<file path="src/rtl/run_controller.sv">
// -----------------------------------------------------------------------------
// run_controller
//
// Run/step/halt controller for a small CPU. It turns a run switch, a bouncy
// single-step button, a CPU halt request and a PC breakpoint into a registered
// one-cycle CPU advance enable (cpu_en). It also counts the enables it issues.
//
// Ports
//   clock        in   single clock for all state
//   reset        in   asynchronous, active-high reset
//   run_sw       in   asynchronous run switch (1 = run)
//   step_btn     in   asynchronous, bouncy single-step button
//   halt_req     in   synchronous halt request level from the CPU
//   pc           in   [31:0] current CPU program counter
//   bp_addr      in   [31:0] breakpoint address
//   bp_en        in   breakpoint enable
//   rate_sel     in   [1:0] run pulse period select: 1/4/16/64 cycles
//   cpu_en       out  one-cycle CPU advance enable (registered)
//   state        out  [1:0] IDLE=00 RUN=01 STEP=10 HALT=11
//   halted       out  high exactly while state is HALT
//   halt_cause   out  [1:0] 00 none, 01 halt_req, 10 breakpoint
//   cycle_count  out  [31:0] number of cpu_en pulses issued (saturating)
// -----------------------------------------------------------------------------
module run_controller #(
  parameter int DEBOUNCE_CYCLES = 16
) (
  input  logic        clock,
  input  logic        reset,
  input  logic        run_sw,
  input  logic        step_btn,
  input  logic        halt_req,
  input  logic [31:0] pc,
  input  logic [31:0] bp_addr,
  input  logic        bp_en,
  input  logic [1:0]  rate_sel,
  output logic        cpu_en,
  output logic [1:0]  state,
  output logic        halted,
  output logic [1:0]  halt_cause,
  output logic [31:0] cycle_count
);

  typedef enum logic [1:0] {
    ST_IDLE = 2'b00,
    ST_RUN  = 2'b01,
    ST_STEP = 2'b10,
    ST_HALT = 2'b11
  } state_e;

  localparam logic [1:0] CAUSE_NONE = 2'b00;
  localparam logic [1:0] CAUSE_REQ  = 2'b01;
  localparam logic [1:0] CAUSE_BP   = 2'b10;

  localparam int DB_W = $clog2(DEBOUNCE_CYCLES + 1);

  // ---------------------------------------------------------------------------
  // Two-flop synchronizers for the asynchronous switch and button
  // ---------------------------------------------------------------------------
  logic [1:0] run_sync_q;
  logic [1:0] step_sync_q;
  logic       run_s;
  logic       step_s;

  // NOTE: clocked state is always written with non-blocking assignments so
  // every flop samples the pre-edge value of its neighbours.
  always_ff @(posedge clock or posedge reset) begin
    if (reset) begin
      run_sync_q  <= 2'b00;
      step_sync_q <= 2'b00;
    end else begin
      run_sync_q  <= {run_sync_q[0], run_sw};
      step_sync_q <= {step_sync_q[0], step_btn};
    end
  end

  assign run_s  = run_sync_q[1];
  assign step_s = step_sync_q[1];

  // ---------------------------------------------------------------------------
  // Step debouncer: a level change is adopted only after DEBOUNCE_CYCLES
  // consecutive differing cycles; any agreeing cycle restarts the count.
  // ---------------------------------------------------------------------------
  logic [DB_W-1:0] db_cnt_q, db_cnt_d;
  logic            db_lvl_q, db_lvl_d;
  logic            step_pulse_q, step_pulse_d;

  // NOTE: every signal assigned in an always_comb gets a default first, so no
  // path leaves it unassigned and no latch is inferred.
  always_comb begin
    db_cnt_d     = db_cnt_q;
    db_lvl_d     = db_lvl_q;
    step_pulse_d = 1'b0;
    if (step_s == db_lvl_q) begin
      db_cnt_d = '0;
    end else if (db_cnt_q == DB_W'(DEBOUNCE_CYCLES - 1)) begin
      // This is the DEBOUNCE_CYCLES-th differing cycle: adopt the new level.
      db_lvl_d     = step_s;
      db_cnt_d     = '0;
      step_pulse_d = step_s;
    end else begin
      db_cnt_d = db_cnt_q + 1'b1;
    end
  end

  always_ff @(posedge clock or posedge reset) begin
    if (reset) begin
      db_cnt_q     <= '0;
      db_lvl_q     <= 1'b0;
      step_pulse_q <= 1'b0;
    end else begin
      db_cnt_q     <= db_cnt_d;
      db_lvl_q     <= db_lvl_d;
      step_pulse_q <= step_pulse_d;
    end
  end

  // ---------------------------------------------------------------------------
  // Run rate: tick when the counter has reached period-1. The >= compare makes
  // a mid-run switch to a shorter period tick on the very next cycle.
  // ---------------------------------------------------------------------------
  logic [5:0] rate_cnt_q, rate_cnt_d;
  logic [5:0] period_m1;
  logic       tick;
  logic       bp_hit;

  always_comb begin
    period_m1 = 6'd0;
    case (rate_sel)
      2'd0:    period_m1 = 6'd0;
      2'd1:    period_m1 = 6'd3;
      2'd2:    period_m1 = 6'd15;
      default: period_m1 = 6'd63;
    endcase
  end

  assign tick   = (rate_cnt_q >= period_m1);
  assign bp_hit = bp_en && (pc == bp_addr);

  // ---------------------------------------------------------------------------
  // Main FSM: next-state decode, then one register block for all FSM outputs
  // ---------------------------------------------------------------------------
  state_e      state_q, state_d;
  logic        cpu_en_q, cpu_en_d;
  logic [1:0]  cause_q, cause_d;
  logic [31:0] cycle_count_q, cycle_count_d;

  always_comb begin
    state_d    = state_q;
    cpu_en_d   = 1'b0;
    cause_d    = cause_q;
    rate_cnt_d = rate_cnt_q;

    case (state_q)
      ST_IDLE: begin
        if (run_s) begin
          state_d    = ST_RUN;
          rate_cnt_d = '0;
        end else if (step_pulse_q) begin
          state_d  = ST_STEP;
          cpu_en_d = 1'b1;
        end
      end

      ST_RUN: begin
        rate_cnt_d = tick ? 6'd0 : rate_cnt_q + 6'd1;
        if (halt_req) begin
          state_d = ST_HALT;
          cause_d = CAUSE_REQ;
        end else if (tick && bp_hit) begin
          // Stop before the breakpoint instruction executes.
          state_d = ST_HALT;
          cause_d = CAUSE_BP;
        end else if (!run_s) begin
          state_d = ST_IDLE;
        end else if (tick) begin
          cpu_en_d = 1'b1;
        end
      end

      ST_STEP: begin
        // The enable for this step was raised on entry; leave unconditionally.
        state_d = ST_IDLE;
      end

      ST_HALT: begin
        // A step here executes the instruction sitting on a breakpoint.
        if (step_pulse_q) begin
          state_d  = ST_STEP;
          cpu_en_d = 1'b1;
          cause_d  = CAUSE_NONE;
        end else if (!run_s) begin
          state_d = ST_IDLE;
          cause_d = CAUSE_NONE;
        end
      end

      default: begin
        state_d = ST_IDLE;
        cause_d = CAUSE_NONE;
      end
    endcase

    cycle_count_d = cycle_count_q;
    if (cpu_en_d && (cycle_count_q != 32'hFFFF_FFFF)) begin
      cycle_count_d = cycle_count_q + 32'd1;
    end
  end

  always_ff @(posedge clock or posedge reset) begin
    if (reset) begin
      state_q       <= ST_IDLE;
      cpu_en_q      <= 1'b0;
      cause_q       <= CAUSE_NONE;
      rate_cnt_q    <= '0;
      cycle_count_q <= '0;
    end else begin
      state_q       <= state_d;
      cpu_en_q      <= cpu_en_d;
      cause_q       <= cause_d;
      rate_cnt_q    <= rate_cnt_d;
      cycle_count_q <= cycle_count_d;
    end
  end

  assign cpu_en      = cpu_en_q;
  assign state       = state_q;
  assign halted      = (state_q == ST_HALT);
  assign halt_cause  = cause_q;
  assign cycle_count = cycle_count_q;

endmodule

</file>
<file path="config.mk">
export PLATFORM = sky130hd
export DESIGN_NAME = run_controller
export DESIGN_NICKNAME = d
export VERILOG_FILES = /design/src/rtl/run_controller.sv
export SDC_FILE = /design/constraint.sdc
export NUM_CORES = 1
export LEC_CHECK = 0
export CAP_MARGIN = 30
export CELL_PAD_IN_SITES_DETAIL_PLACEMENT = 1
export CELL_PAD_IN_SITES_GLOBAL_PLACEMENT = 2
export CORE_MARGIN = 2
export CORE_UTILIZATION = 28
export DETAILED_ROUTE_END_ITERATION = 8
export PLACE_DENSITY = 0.87
export SLEW_MARGIN = 40
export SYNTH_ARGS = -nofsm -noshare
export SYNTH_HDL_FRONTEND = slang
export SYNTH_SLANG_ARGS = --single-unit
export TNS_END_PERCENT = 1
</file>
<file path="constraint.sdc">
create_clock -name clock -period 4.6 [get_ports clock]
set_input_delay 0.69 -clock clock [delete_from_list [all_inputs] [get_ports clock]]
set_output_delay 0.69 -clock clock [all_outputs]
set_load 0.05 [all_outputs]
</file>
Word-level counts from Yosys, hierarchy flattened
Cells that the tools add are included.
- $add $sub $neg: 3
- order comparisons: 1
- equal/unequal tests: 13
- muxes and demuxes: 27
- bitwise gates (word level): 1
- reduce and logical (&&, ||, !) cells: 10
- operators by type and width (operator ; number):
    $add A32 B1 Y32 const B ; 1
    $eq A32 B32 Y1 ; 1
    $ne A32 B32 Y1 const B ; 1
    $mux W2 ; 10
    $pmux W6 S3 ; 1
    $mux W6 ; 2
    $pmux W6 S2 ; 1
    $mux W5 ; 2
    $mux W1 ; 8
    $pmux W2 S4 ; 1
    $add A6 B1 Y6 const B ; 1
    $eq A2 B2 Y1 const B ; 3
    $ge A6 B6 Y1 ; 1
    $ne A3 B3 Y1 const B ; 2
    $add A5 B1 Y5 const B ; 1
    $eq A5 B4 Y1 const B ; 1
    $eq A2 B1 Y1 const B ; 2
    $logic_not A2 Y1 ; 2
    $pmux W2 S2 ; 1
    $reduce_and A2 Y1 ; 2
    $reduce_bool A2 Y1 ; 2
    $logic_and A1 B1 Y1 ; 3
    $ne A3 B2 Y1 const B ; 1
    $pmux W1 S3 ; 1
    other kinds (4) ; 4
- register bits after elaboration: 54
- input bits: 72
- output and inout bits: 38
- word-level logic and storage cells: 65

Depth between registers and ports, before layout
Gate-level depths: netlist (run 1).
- word-level depth: 9
- depth in mapped cells: 10
- depth with buffers taken out: 10

Worst setup path before layout (run 1)
No wires, ideal clock.
- path kind: input to register
- from: in rate_sel[1]
- to: reg cycle_count_q[28], in the netlist cycle_count[28]
- library setup time: 0.141 ns
- arrival time: 2.284 ns
- data required time: 4.459 ns
- path slack: 2.174 ns
- stages on the path: 9
- buffers on the path: 1
- path through: or2_2 ha_1 nor2b_1 o2111ai_1 a41o_1 and2_1 buf_2 nand4_1 xnor2_1
- longest elaborated chain between the ends: 9
- elaborated cells between the ends (all ways): 12
- those cells by class: order compare (1); eq/ne (2); mux (6); reduce/logical (3)
- ends and longest elaborated chain (element ; line ; source):
    start: declaration ; 35 ; input logic [1:0] rate_sel,
    $eq A2 B2 Y1 (tied with other cells) ; 128 ; case (rate_sel)
    $pmux W6 S3 (*) ; 128 ;
    $ge A6 B6 Y1 (*) ; 136 ; assign tick = (rate_cnt_q >= period_m1);
    $mux W1 ; 175 ; end else if (tick) begin
    $mux W1 ; 173 ; end else if (!run_s) begin
    $mux W1 (*) ; 169 ; end else if (tick && bp_hit) begin
    $mux W1 (*) ; 166 ; if (halt_req) begin
    $pmux W1 S3 (*) ; 153 ; case (state_q)
    named net cpu_en_d ; 143 ; logic cpu_en_q, cpu_en_d;
    $logic_and A1 B1 Y1 (*) ; 204 ; if (cpu_en_d && (cycle_count_q != 32'hFFFF_FFFF)) begin
    end signal: assignment ; 221 ; cycle_count_q <= cycle_count_d;
    end: declaration ; 145 ; logic [31:0] cycle_count_q, cycle_count_d;
Mark *: on every way through the listed nets, which the timed path passes. The rest lies on a longest branch.
A chain may end at the register's enable or synchronous reset.

Worst setup path after layout (run 1)
- from: in rate_sel[1]
- to: reg cycle_count_q[22], in the netlist cycle_count[22]
- longest elaborated chain between the ends: 9
- elaborated cells between the ends (all ways): 12
- those cells by class: order compare (1); eq/ne (2); mux (6); reduce/logical (3)
- ends and longest elaborated chain (element ; line):
    $eq A2 B2 Y1 (tied with other cells) ; 128
    $pmux W6 S3 (*) ; 128
    $ge A6 B6 Y1 (*) ; 136
    $mux W1 ; 175
    $mux W1 ; 173
    $mux W1 (*) ; 169
    $mux W1 (*) ; 166
    $pmux W1 S3 (*) ; 153
    $logic_and A1 B1 Y1 (*) ; 204
Every way passes the cells marked *; elsewhere a longest branch is shown, timed or not.

==> results of run 1 <==
-- cell families after synthesis --
kind of cell / Yosys count / synth area share
adders and majority gates: 7 / 0.0300
muxes: 2 / 0.00900
xor gates and xnor gates: 65 / 0.195
DFF: 54 / 0.463
buffers and inverters: 12 / 0.0201
and+or+nand+nor: 113 / 0.213
AOI/OAI and AO/OA: 30 / 0.0707
-- layer usage --
metal,part of all wire,wire length [um],GRT usage,up-vias
met4,0.011,87,0.0273,0
met3,0.023,183,0.0258,9
met5,0,0,0,-
met2,0.54,4230,0.262,34
li1,-,-,-,1216
met1,0.43,3400,0.178,1257
-- cell type report --
cell class / instances / share of cell area
multi-input combinational: 217 / 0.355
sequential: 54 / 0.318
timing repair buffer: 110 / 0.258
tap: 136 / 0.0400
clock buffer: 7 / 0.0203
inverter: 8 / 0.00706
clock inverter: 1 / 0.00118
-- cells in the mapped netlist, types with 4 or more instances --
library cell              instances  share of area
sky130_fd_sc_hd__xnor2_1         61           0.18
sky130_fd_sc_hd__dfrtp_1         54           0.46
sky130_fd_sc_hd__nand3_1         24          0.041
sky130_fd_sc_hd__nand2_1         17          0.022
sky130_fd_sc_hd__nand4_1         17          0.036
sky130_fd_sc_hd__and3_1          15          0.032
sky130_fd_sc_hd__nor2_1          15          0.019
sky130_fd_sc_hd__o21ai_0         11          0.019
sky130_fd_sc_hd__inv_1            8          0.010
sky130_fd_sc_hd__ha_1             7          0.030
sky130_fd_sc_hd__nor2b_1          5          0.011
sky130_fd_sc_hd__a21oi_1          4         0.0069
sky130_fd_sc_hd__and4_1           4          0.012
sky130_fd_sc_hd__xor2_1           4          0.012
-- flip-flops by register name (all words and copies together) (netlist names), 2 cells and up --
| name | flops |
|---|---|
| cycle_count | 32 |
| db_cnt_q | 5 |
| halt_cause | 2 |
| rate_cnt_q | 6 |
| run_sync_q | 2 |
| state | 2 |
| step_sync_q | 2 |
-- power by group through the flow --
stage / clock network, mW / logic (mW) / registers [mW]
after CTS: 0.286 / 0.377 / 0.565
after detailed placement: 0 / 0.375 / 0.574
final: 0.273 / 0.372 / 0.565
after global placement: 0 / 0.365 / 0.573
after global routing: 0.306 / 0.404 / 0.574
after floorplan: 0 / 0.163 / 0.622
-- per-stage QoR --
stage	setup slack, ns	hold slack, ns
3_3_place_gp	1.52	0.333
4_1_cts	1.76	0.361
2_1_floorplan	2.17	0.331
5_1_grt	1.60	0.375
3_5_place_dp	1.44	0.339
6_report	1.75	0.357
-- how the worst min path moves through the flow --
| stage | start | endpoint | slack, ns | cells after the start |
|---|---|---|---|---|
| final | step_sync_q[0] | step_sync_q[1] | 0.36 | 0 |
| after global routing | step_sync_q[0] | step_sync_q[1] | 0.37 | 0 |
| after CTS | step_sync_q[0] | step_sync_q[1] | 0.36 | 0 |
| after detailed placement | step_sync_q[0] | step_sync_q[1] | 0.34 | 0 |
| after global placement | step_sync_q[0] | step_sync_q[1] | 0.33 | 0 |
| after floorplan | run_sync_q[0] | run_sync_q[1] | 0.33 | 0 |
-- worst max-delay path, cell delays in order --
cell                              delay [ns]
sky130_fd_sc_hd__clkdlybuf4s50_1        0.45
sky130_fd_sc_hd__or2_2                  0.33
sky130_fd_sc_hd__ha_1                   0.28
sky130_fd_sc_hd__nor2b_1                0.04
sky130_fd_sc_hd__o2111ai_1              0.26
sky130_fd_sc_hd__a41o_1                 0.26
sky130_fd_sc_hd__and2_1                 0.38
sky130_fd_sc_hd__and3_1                 0.22
sky130_fd_sc_hd__a2bb2oi_1              0.16
==> impl_summary.txt, run 1 <==
----------------------------------------------------
[Clock network]
  Number of clock sinks ... 54
  Root cell of the clock tree ... sky130_fd_sc_hd__clkbuf_8
  Count of buffers added by post-CTS timing repair for setup ... 0
  Clock transition at path regs ... 0.09 ns
  Clock latency on the worst-skew pair ... 0.30 ns
  Hold-fix buffers at CTS ... 0
  Post-CTS resize count ... 0
  Num CTS Buffers ... 5
  H-Tree Depth ... 2
  Maximum count of clock buffers along a single path ... 2
  CTS tree ... done

[Timing]
  Endpoints failing setup ... 0
  Slew at the pin closest to its max-slew limit ... 0.698 ns
  Clock Skew ... 0.00682 ns
  Final min period ... 2.85 ns
  Final Cycle Share ... 0.619
  Max Slew Vio Count ... 0
  Final hold violations ... 0
  F_max ... 351 MHz
  Unrepaired setup endpoints after global routing ... false
  Final sum of negative setup slack ... 0 ns
  Worst-case headroom to the max-slew limit ... 0.535

[Logic synthesis]
  Count of flip-flops with a built-in enable after synthesis ... 0
  #FFs+latches synth ... 54
  Top FF cell, synth ... sky130_fd_sc_hd__dfrtp_1
  Number of nets produced by synthesis ... 362
  Sequential area share after synthesis ... 0.463
  Post-synthesis area per instance ... 10.3 um^2
  Post-synth design cell area ... 0.00292 mm^2
  Number of synthesis warnings ... 0
  Post-synth ARST share ... 1.00
  Instance count of the mapped netlist ... 283
  Synth cell types ... 41

[Routing]
  Count of nets left with antenna violations after detail routing ... 0
  Via Count ... 2516
  Routed via count divided by cell count ... 4.72
  Number of DRC markers in iteration 0 ... 56
  Count of unresolved DRC violations after routing ... 0
  Sum of routed wire length over all layers ... 7.90 mm
  Drt first pass iters ... 4
  Routed WL per cell ... 14.8 um

[Global routing]
  Largest net degree at the start of global routing ... 55
  GRT Total Usage ... 0.144
  Wire length of the first global-routing pass ... 13.2 mm
  Total grt overflow ... 0
  Vias in the first global route ... 2723
  Number of antenna violations at the first check in global routing ... 0

[Place]
  Number of input and output port buffers inserted ... 109
  Routability congestion estimate ... 0.778
  Number of placed instances, taps included ... 525
  Area of placed instances ... 0.00416 mm^2
  DP HPWL ... 6.21 mm

[Setup path]
  Last element of the critical path ... cycle_count[22]
  Type of origin of the critical path ... input pin
  Required time of the critical path ... 4.83 ns
  Worst R2R Start ... cycle_count[0]
  Setup crit end kind ... flop
  Launch point of the worst path ... rate_sel[1]
  Critical path class ... input pin to flop
  Data arrival time of the critical path ... 3.08 ns
  FF-to-FF End ... cycle_count[4]
  Number of cells on the worst reg-to-reg path ... 8
  Reg2Reg Setup Slack ... 2.23 ns
  CP max FO ... 12

[Floorplanning]
  Die area ... 0.0113 mm^2
  CORE AREA ... 0.0102 mm^2
  Row cnt ... 37
  Vertical extent of the die ... 106 um
  Top-Level Pins ... 110
  Die W ... 106 um
  Starting density of the core ... 0.285

[Status]
  Status ... finished, final reports clean

[Min path]
  Class of the most critical hold timing path ... flop to flop

[Final layout]
  Ant. Diodes ... 0
  Leading cell type in the layout, fill and taps excluded ... sky130_fd_sc_hd__clkdlybuf4s50_1
  Commonest non-fill, non-tap cells in the layout ... 109 x sky130_fd_sc_hd__clkdlybuf4s50_1, 61 x sky130_fd_sc_hd__xnor2_1, 54 x sky130_fd_sc_hd__dfrtp_1, 24 x sky130_fd_sc_hd__nand3_1
  Area of the multi-input gates ... 0.00151 mm^2
  Share of cells above drive strength 1 ... 0.0428
  Cell area after layout ... 0.00425 mm^2
  Fill count ... 1142
  Final Core Density ... 0.416
  Sequential cell area ... 0.00135 mm^2
  Post-route insts no fill ... 533
  Synth-to-Final Area Change ... 45.6%
  Number of nets in the layout ... 475

[Pwr]
  Areal power density over the cells ... 285 mW/mm^2
  Internal power component ... 806 uW
  Worst VDD drop ... 0.229 mV
  Switching Share ... 0.333
  Leakage ... 1.72 nW
  Switching power ... 403 uW
  Sequential fraction of design power ... 0.467
  Proportion of power drawn by the clock network ... 0.225
  Comb pwr share ... 0.307
  Overall Power ... 1.21 mW

[Flow run]
  Count of max-cap constraint violations ... 0

----------------------------------------------------
Note: power is estimated with default switching activity, not from simulation.
==> inputs of run 2 (changes only) <==
- CORE_UTILIZATION: 28 -> 26
- PLACE_DENSITY: 0.87 -> 0.82
- clock period: 4.6 -> 2.9 ns (I/O delays scaled with it)
==> run 2 against run 1 <==
Against the previous run:
- via count rose by 0.60%
- clock power up 120%
- critical endpoint is now cycle_count[4]
- combinational power up 60%
- total power is 74% higher
- setup slack worse by 1.3 ns
- global-route usage increased by 0.14 points
- count of clock-buffer cells in the layout shrank 1
- clock skew grew 0.0020 ns
==> impl_summary.txt, run 2 (synthesized netlist as in run 1, its figures left out) <==
----------------------------------------------------
[Timing]
  Clock Skew ... 0.00884 ns (was 0.00682 ns)
  Final hold violations ... 0 (unchanged)
  Max Slew Vio Count ... 0 (unchanged)
  Final critical-path setup slack ... 0.406 ns (was 1.75 ns)
  Slew at the pin closest to its max-slew limit ... 0.529 ns (was 0.698 ns)
  Endpoints failing setup ... 0 (unchanged)
  F_max ... 401 MHz
  Final Cycle Share ... 0.860
  Unrepaired setup endpoints after global routing ... false (unchanged)
  Worst-case headroom to the max-slew limit ... 0.646 (was 0.535)
  Final min period ... 2.49 ns
  Final sum of negative setup slack ... 0 ns (unchanged)

[Setup path]
  Family of cells with the greatest summed delay on the critical path ... compound AO/OA/AOI/OAI gates (was simple AND/OR/NAND/NOR gates)
  Type of origin of the critical path ... input pin (unchanged)
  Required time of the critical path ... 3.14 ns (was 4.83 ns)
  Largest stage delay, worst path ... 0.45 ns (about the same)
  Number of cells on the worst reg-to-reg path ... 8 (unchanged)
  FF-to-FF End ... cycle_count[4] (unchanged)
  Launch point of the worst path ... rate_sel[1] (unchanged)
  Setup crit end kind ... flop (unchanged)
  Cell with the biggest individual delay on the critical path ... sky130_fd_sc_hd__clkdlybuf4s50_1 (unchanged)
  Worst R2R Start ... cycle_count[0] (unchanged)
  Critical path class ... input pin to flop (unchanged)
  CP max FO ... 22 (was 12)
  Reg2Reg Setup Slack ... 0.56 ns (was 2.23 ns)
  Number of logic stages on the critical path including buffering ... 9 (unchanged)
  Last element of the critical path ... cycle_count[4] (was cycle_count[22])
  Data arrival time of the critical path ... 2.74 ns (was 3.08 ns)
  List of cells traversed by the critical path ... clkdlybuf4s50_1 > or2_2 > ha_1 > nor2b_1 > o2111ai_1 > a41o_1 > o211a_4 > and4_1 > xor2_1 (was clkdlybuf4s50_1 > or2_2 > ha_1 > nor2b_1 > o2111ai_1 > a41o_1 > and2_1 > and3_1 > a2bb2oi_1)
  Total buffers and inverters traversed by the critical path ... 1 (unchanged)

[Floorplanning]
  Vertical extent of the die ... 110 um (was 106 um)
  Top-Level Pins ... 110 (unchanged)
  CORE AREA ... 0.0109 mm^2 (was 0.0102 mm^2)
  Die W ... 110 um (was 106 um)
  Starting density of the core ... 0.268 (was 0.285)
  Die area ... 0.0121 mm^2 (was 0.0113 mm^2)
  Row cnt ... 38 (was 37)

[Clock network]
  Maximum count of clock buffers along a single path ... 2 (unchanged)
  Hold-fix buffers at CTS ... 0 (unchanged)
  H-Tree Depth ... 2 (unchanged)
  Count of buffers added by post-CTS timing repair for setup ... 0 (unchanged)
  CTS tree ... done (unchanged)
  Num CTS Buffers ... 5 (unchanged)
  Post-CTS resize count ... 0 (unchanged)
  Root cell of the clock tree ... sky130_fd_sc_hd__clkbuf_8 (unchanged)
  Clock transition at path regs ... 0.10 ns (was 0.09 ns)
  Clock latency on the worst-skew pair ... 0.31 ns (was 0.30 ns)
  Number of clock sinks ... 54 (unchanged)

[Pwr]
  Worst VDD drop ... 0.255 mV (was 0.229 mV)
  Switching Share ... 0.307 (was 0.333)
  Areal power density over the cells ... 485 mW/mm^2 (was 285 mW/mm^2)
  Proportion of power drawn by the clock network ... 0.291 (was 0.225)
  Leakage ... 1.75 nW (was 1.72 nW)
  Switching power ... 646 uW (was 403 uW)
  Internal power component ... 1.46 mW (was 806 uW)
  Comb pwr share ... 0.282 (was 0.307)
  Sequential fraction of design power ... 0.426 (was 0.467)

[Global routing]
  Total grt overflow ... 0 (unchanged)
  GRT Total Usage ... 0.145 (was 0.144)
  Number of antenna violations at the first check in global routing ... 0 (unchanged)
  Wire length of the first global-routing pass ... 13.8 mm (was 13.2 mm)
  Vias in the first global route ... 2799 (was 2723)
  Largest net degree at the start of global routing ... 32 (was 55)

[Status]
  Status ... finished, final reports clean (unchanged)

[Place]
  DP HPWL ... 6.51 mm (was 6.21 mm)
  Number of placed instances, taps included ... 530 (was 525)
  Area of placed instances ... 0.00420 mm^2 (was 0.00416 mm^2)
  Worst slack, placed ... 0.0307 ns (was 1.44 ns)
  Number of input and output port buffers inserted ... 109 (unchanged)
  Routability congestion estimate ... 0.784 (was 0.778)

[Routing]
  Count of nets left with antenna violations after detail routing ... 0 (unchanged)
  Routed via count divided by cell count ... 4.70 (was 4.72)
  Routed WL per cell ... 15.1 um (was 14.8 um)
  Drt first pass iters ... 4 (unchanged)
  Via Count ... 2531 (was 2516)
  Number of DRC markers in iteration 0 ... 53 (was 56)
  Count of unresolved DRC violations after routing ... 0 (unchanged)
  Sum of routed wire length over all layers ... 8.13 mm (was 7.90 mm)

[Final layout]
  Post-route insts no fill ... 538 (was 533)
  Fill count ... 1221 (was 1142)
  Leading cell type in the layout, fill and taps excluded ... sky130_fd_sc_hd__clkdlybuf4s50_1 (unchanged)
  Area of the multi-input gates ... 0.00151 mm^2 (unchanged)
  Ant. Diodes ... 0 (unchanged)
  Commonest non-fill, non-tap cells in the layout ... 109 x sky130_fd_sc_hd__clkdlybuf4s50_1, 61 x sky130_fd_sc_hd__xnor2_1, 54 x sky130_fd_sc_hd__dfrtp_1, 24 x sky130_fd_sc_hd__nand3_1 (unchanged)
  Share of cells above drive strength 1 ... 0.0477 (was 0.0428)
  Cell area after layout ... 0.00434 mm^2 (was 0.00425 mm^2)
  Sequential cell area ... 0.00135 mm^2 (unchanged)
  Synth-to-Final Area Change ... 48.6% (was 45.6%)
  Number of nets in the layout ... 476 (was 475)
  Max FFs per register ... 32 (unchanged)

[Flow run]
  Count of max-cap constraint violations ... 0 (unchanged)

[Min path]
  Class of the most critical hold timing path ... flop to flop (unchanged)

----------------------------------------------------
[run 2: worst min path at each step]
stage / startpoint / to / cells after the start
6_report: step_sync_q[0] / step_sync_q[1] / 0
5_1_grt: step_sync_q[0] / step_sync_q[1] / 0
2_1_floorplan: run_sync_q[0] / run_sync_q[1] / 0
3_5_place_dp: run_sync_q[0] / run_sync_q[1] / 0
3_3_place_gp: run_sync_q[0] / run_sync_q[1] / 0
4_1_cts: run_sync_q[0] / run_sync_q[1] / 0
[run 2: final cells by class]
type	count	area share
sequential	54	0.311
multi-input combinational	217	0.348
clock inverter	2	0.0138
timing repair buffer	111	0.261
inverter	8	0.00692
clock buffer	6	0.0190
tap	140	0.0404
[run 2: metal layers]
metal | wire, um | vias to the layer above | global-route usage
met5 | 0 | - | 0
met4 | 100 | 0 | 0.0335
met3 | 194 | 10 | 0.0247
met2 | 4280 | 35 | 0.258
met1 | 3550 | 1271 | 0.184
li1 | - | 1215 | -
[run 2: per-stage QoR]
step           hold slack, ns  power, mW   util
2_1_floorplan           0.331       1.25      -
3_3_place_gp            0.332       1.49  0.386
3_5_place_dp            0.349       1.51  0.386
4_1_cts                 0.374       2.14  0.399
5_1_grt                 0.385       2.23  0.399
6_report                0.377       2.11  0.399
[run 2: worst register-to-register path, stage by stage, from the launching register on]
cell and delay, ns:
sky130_fd_sc_hd__dfrtp_1 0.43, sky130_fd_sc_hd__ha_1 0.21, sky130_fd_sc_hd__nand2_1 0.07, sky130_fd_sc_hd__nor2_1 0.30
sky130_fd_sc_hd__and3_1 0.41, sky130_fd_sc_hd__nand2_2 0.11, sky130_fd_sc_hd__o211a_4 0.33, sky130_fd_sc_hd__and4_1 0.24
sky130_fd_sc_hd__xor2_1 0.13
[run 2: power by group through the flow]
| stage | logic [mW] | registers (mW) | clock network, mW |
|---|---|---|---|
| 4_1_cts | 0.604 | 0.896 | 0.636 |
| 6_report | 0.594 | 0.898 | 0.613 |
| 3_5_place_dp | 0.602 | 0.909 | 0 |
| 2_1_floorplan | 0.259 | 0.987 | 0 |
| 3_3_place_gp | 0.585 | 0.908 | 0 |
| 5_1_grt | 0.656 | 0.913 | 0.665 |
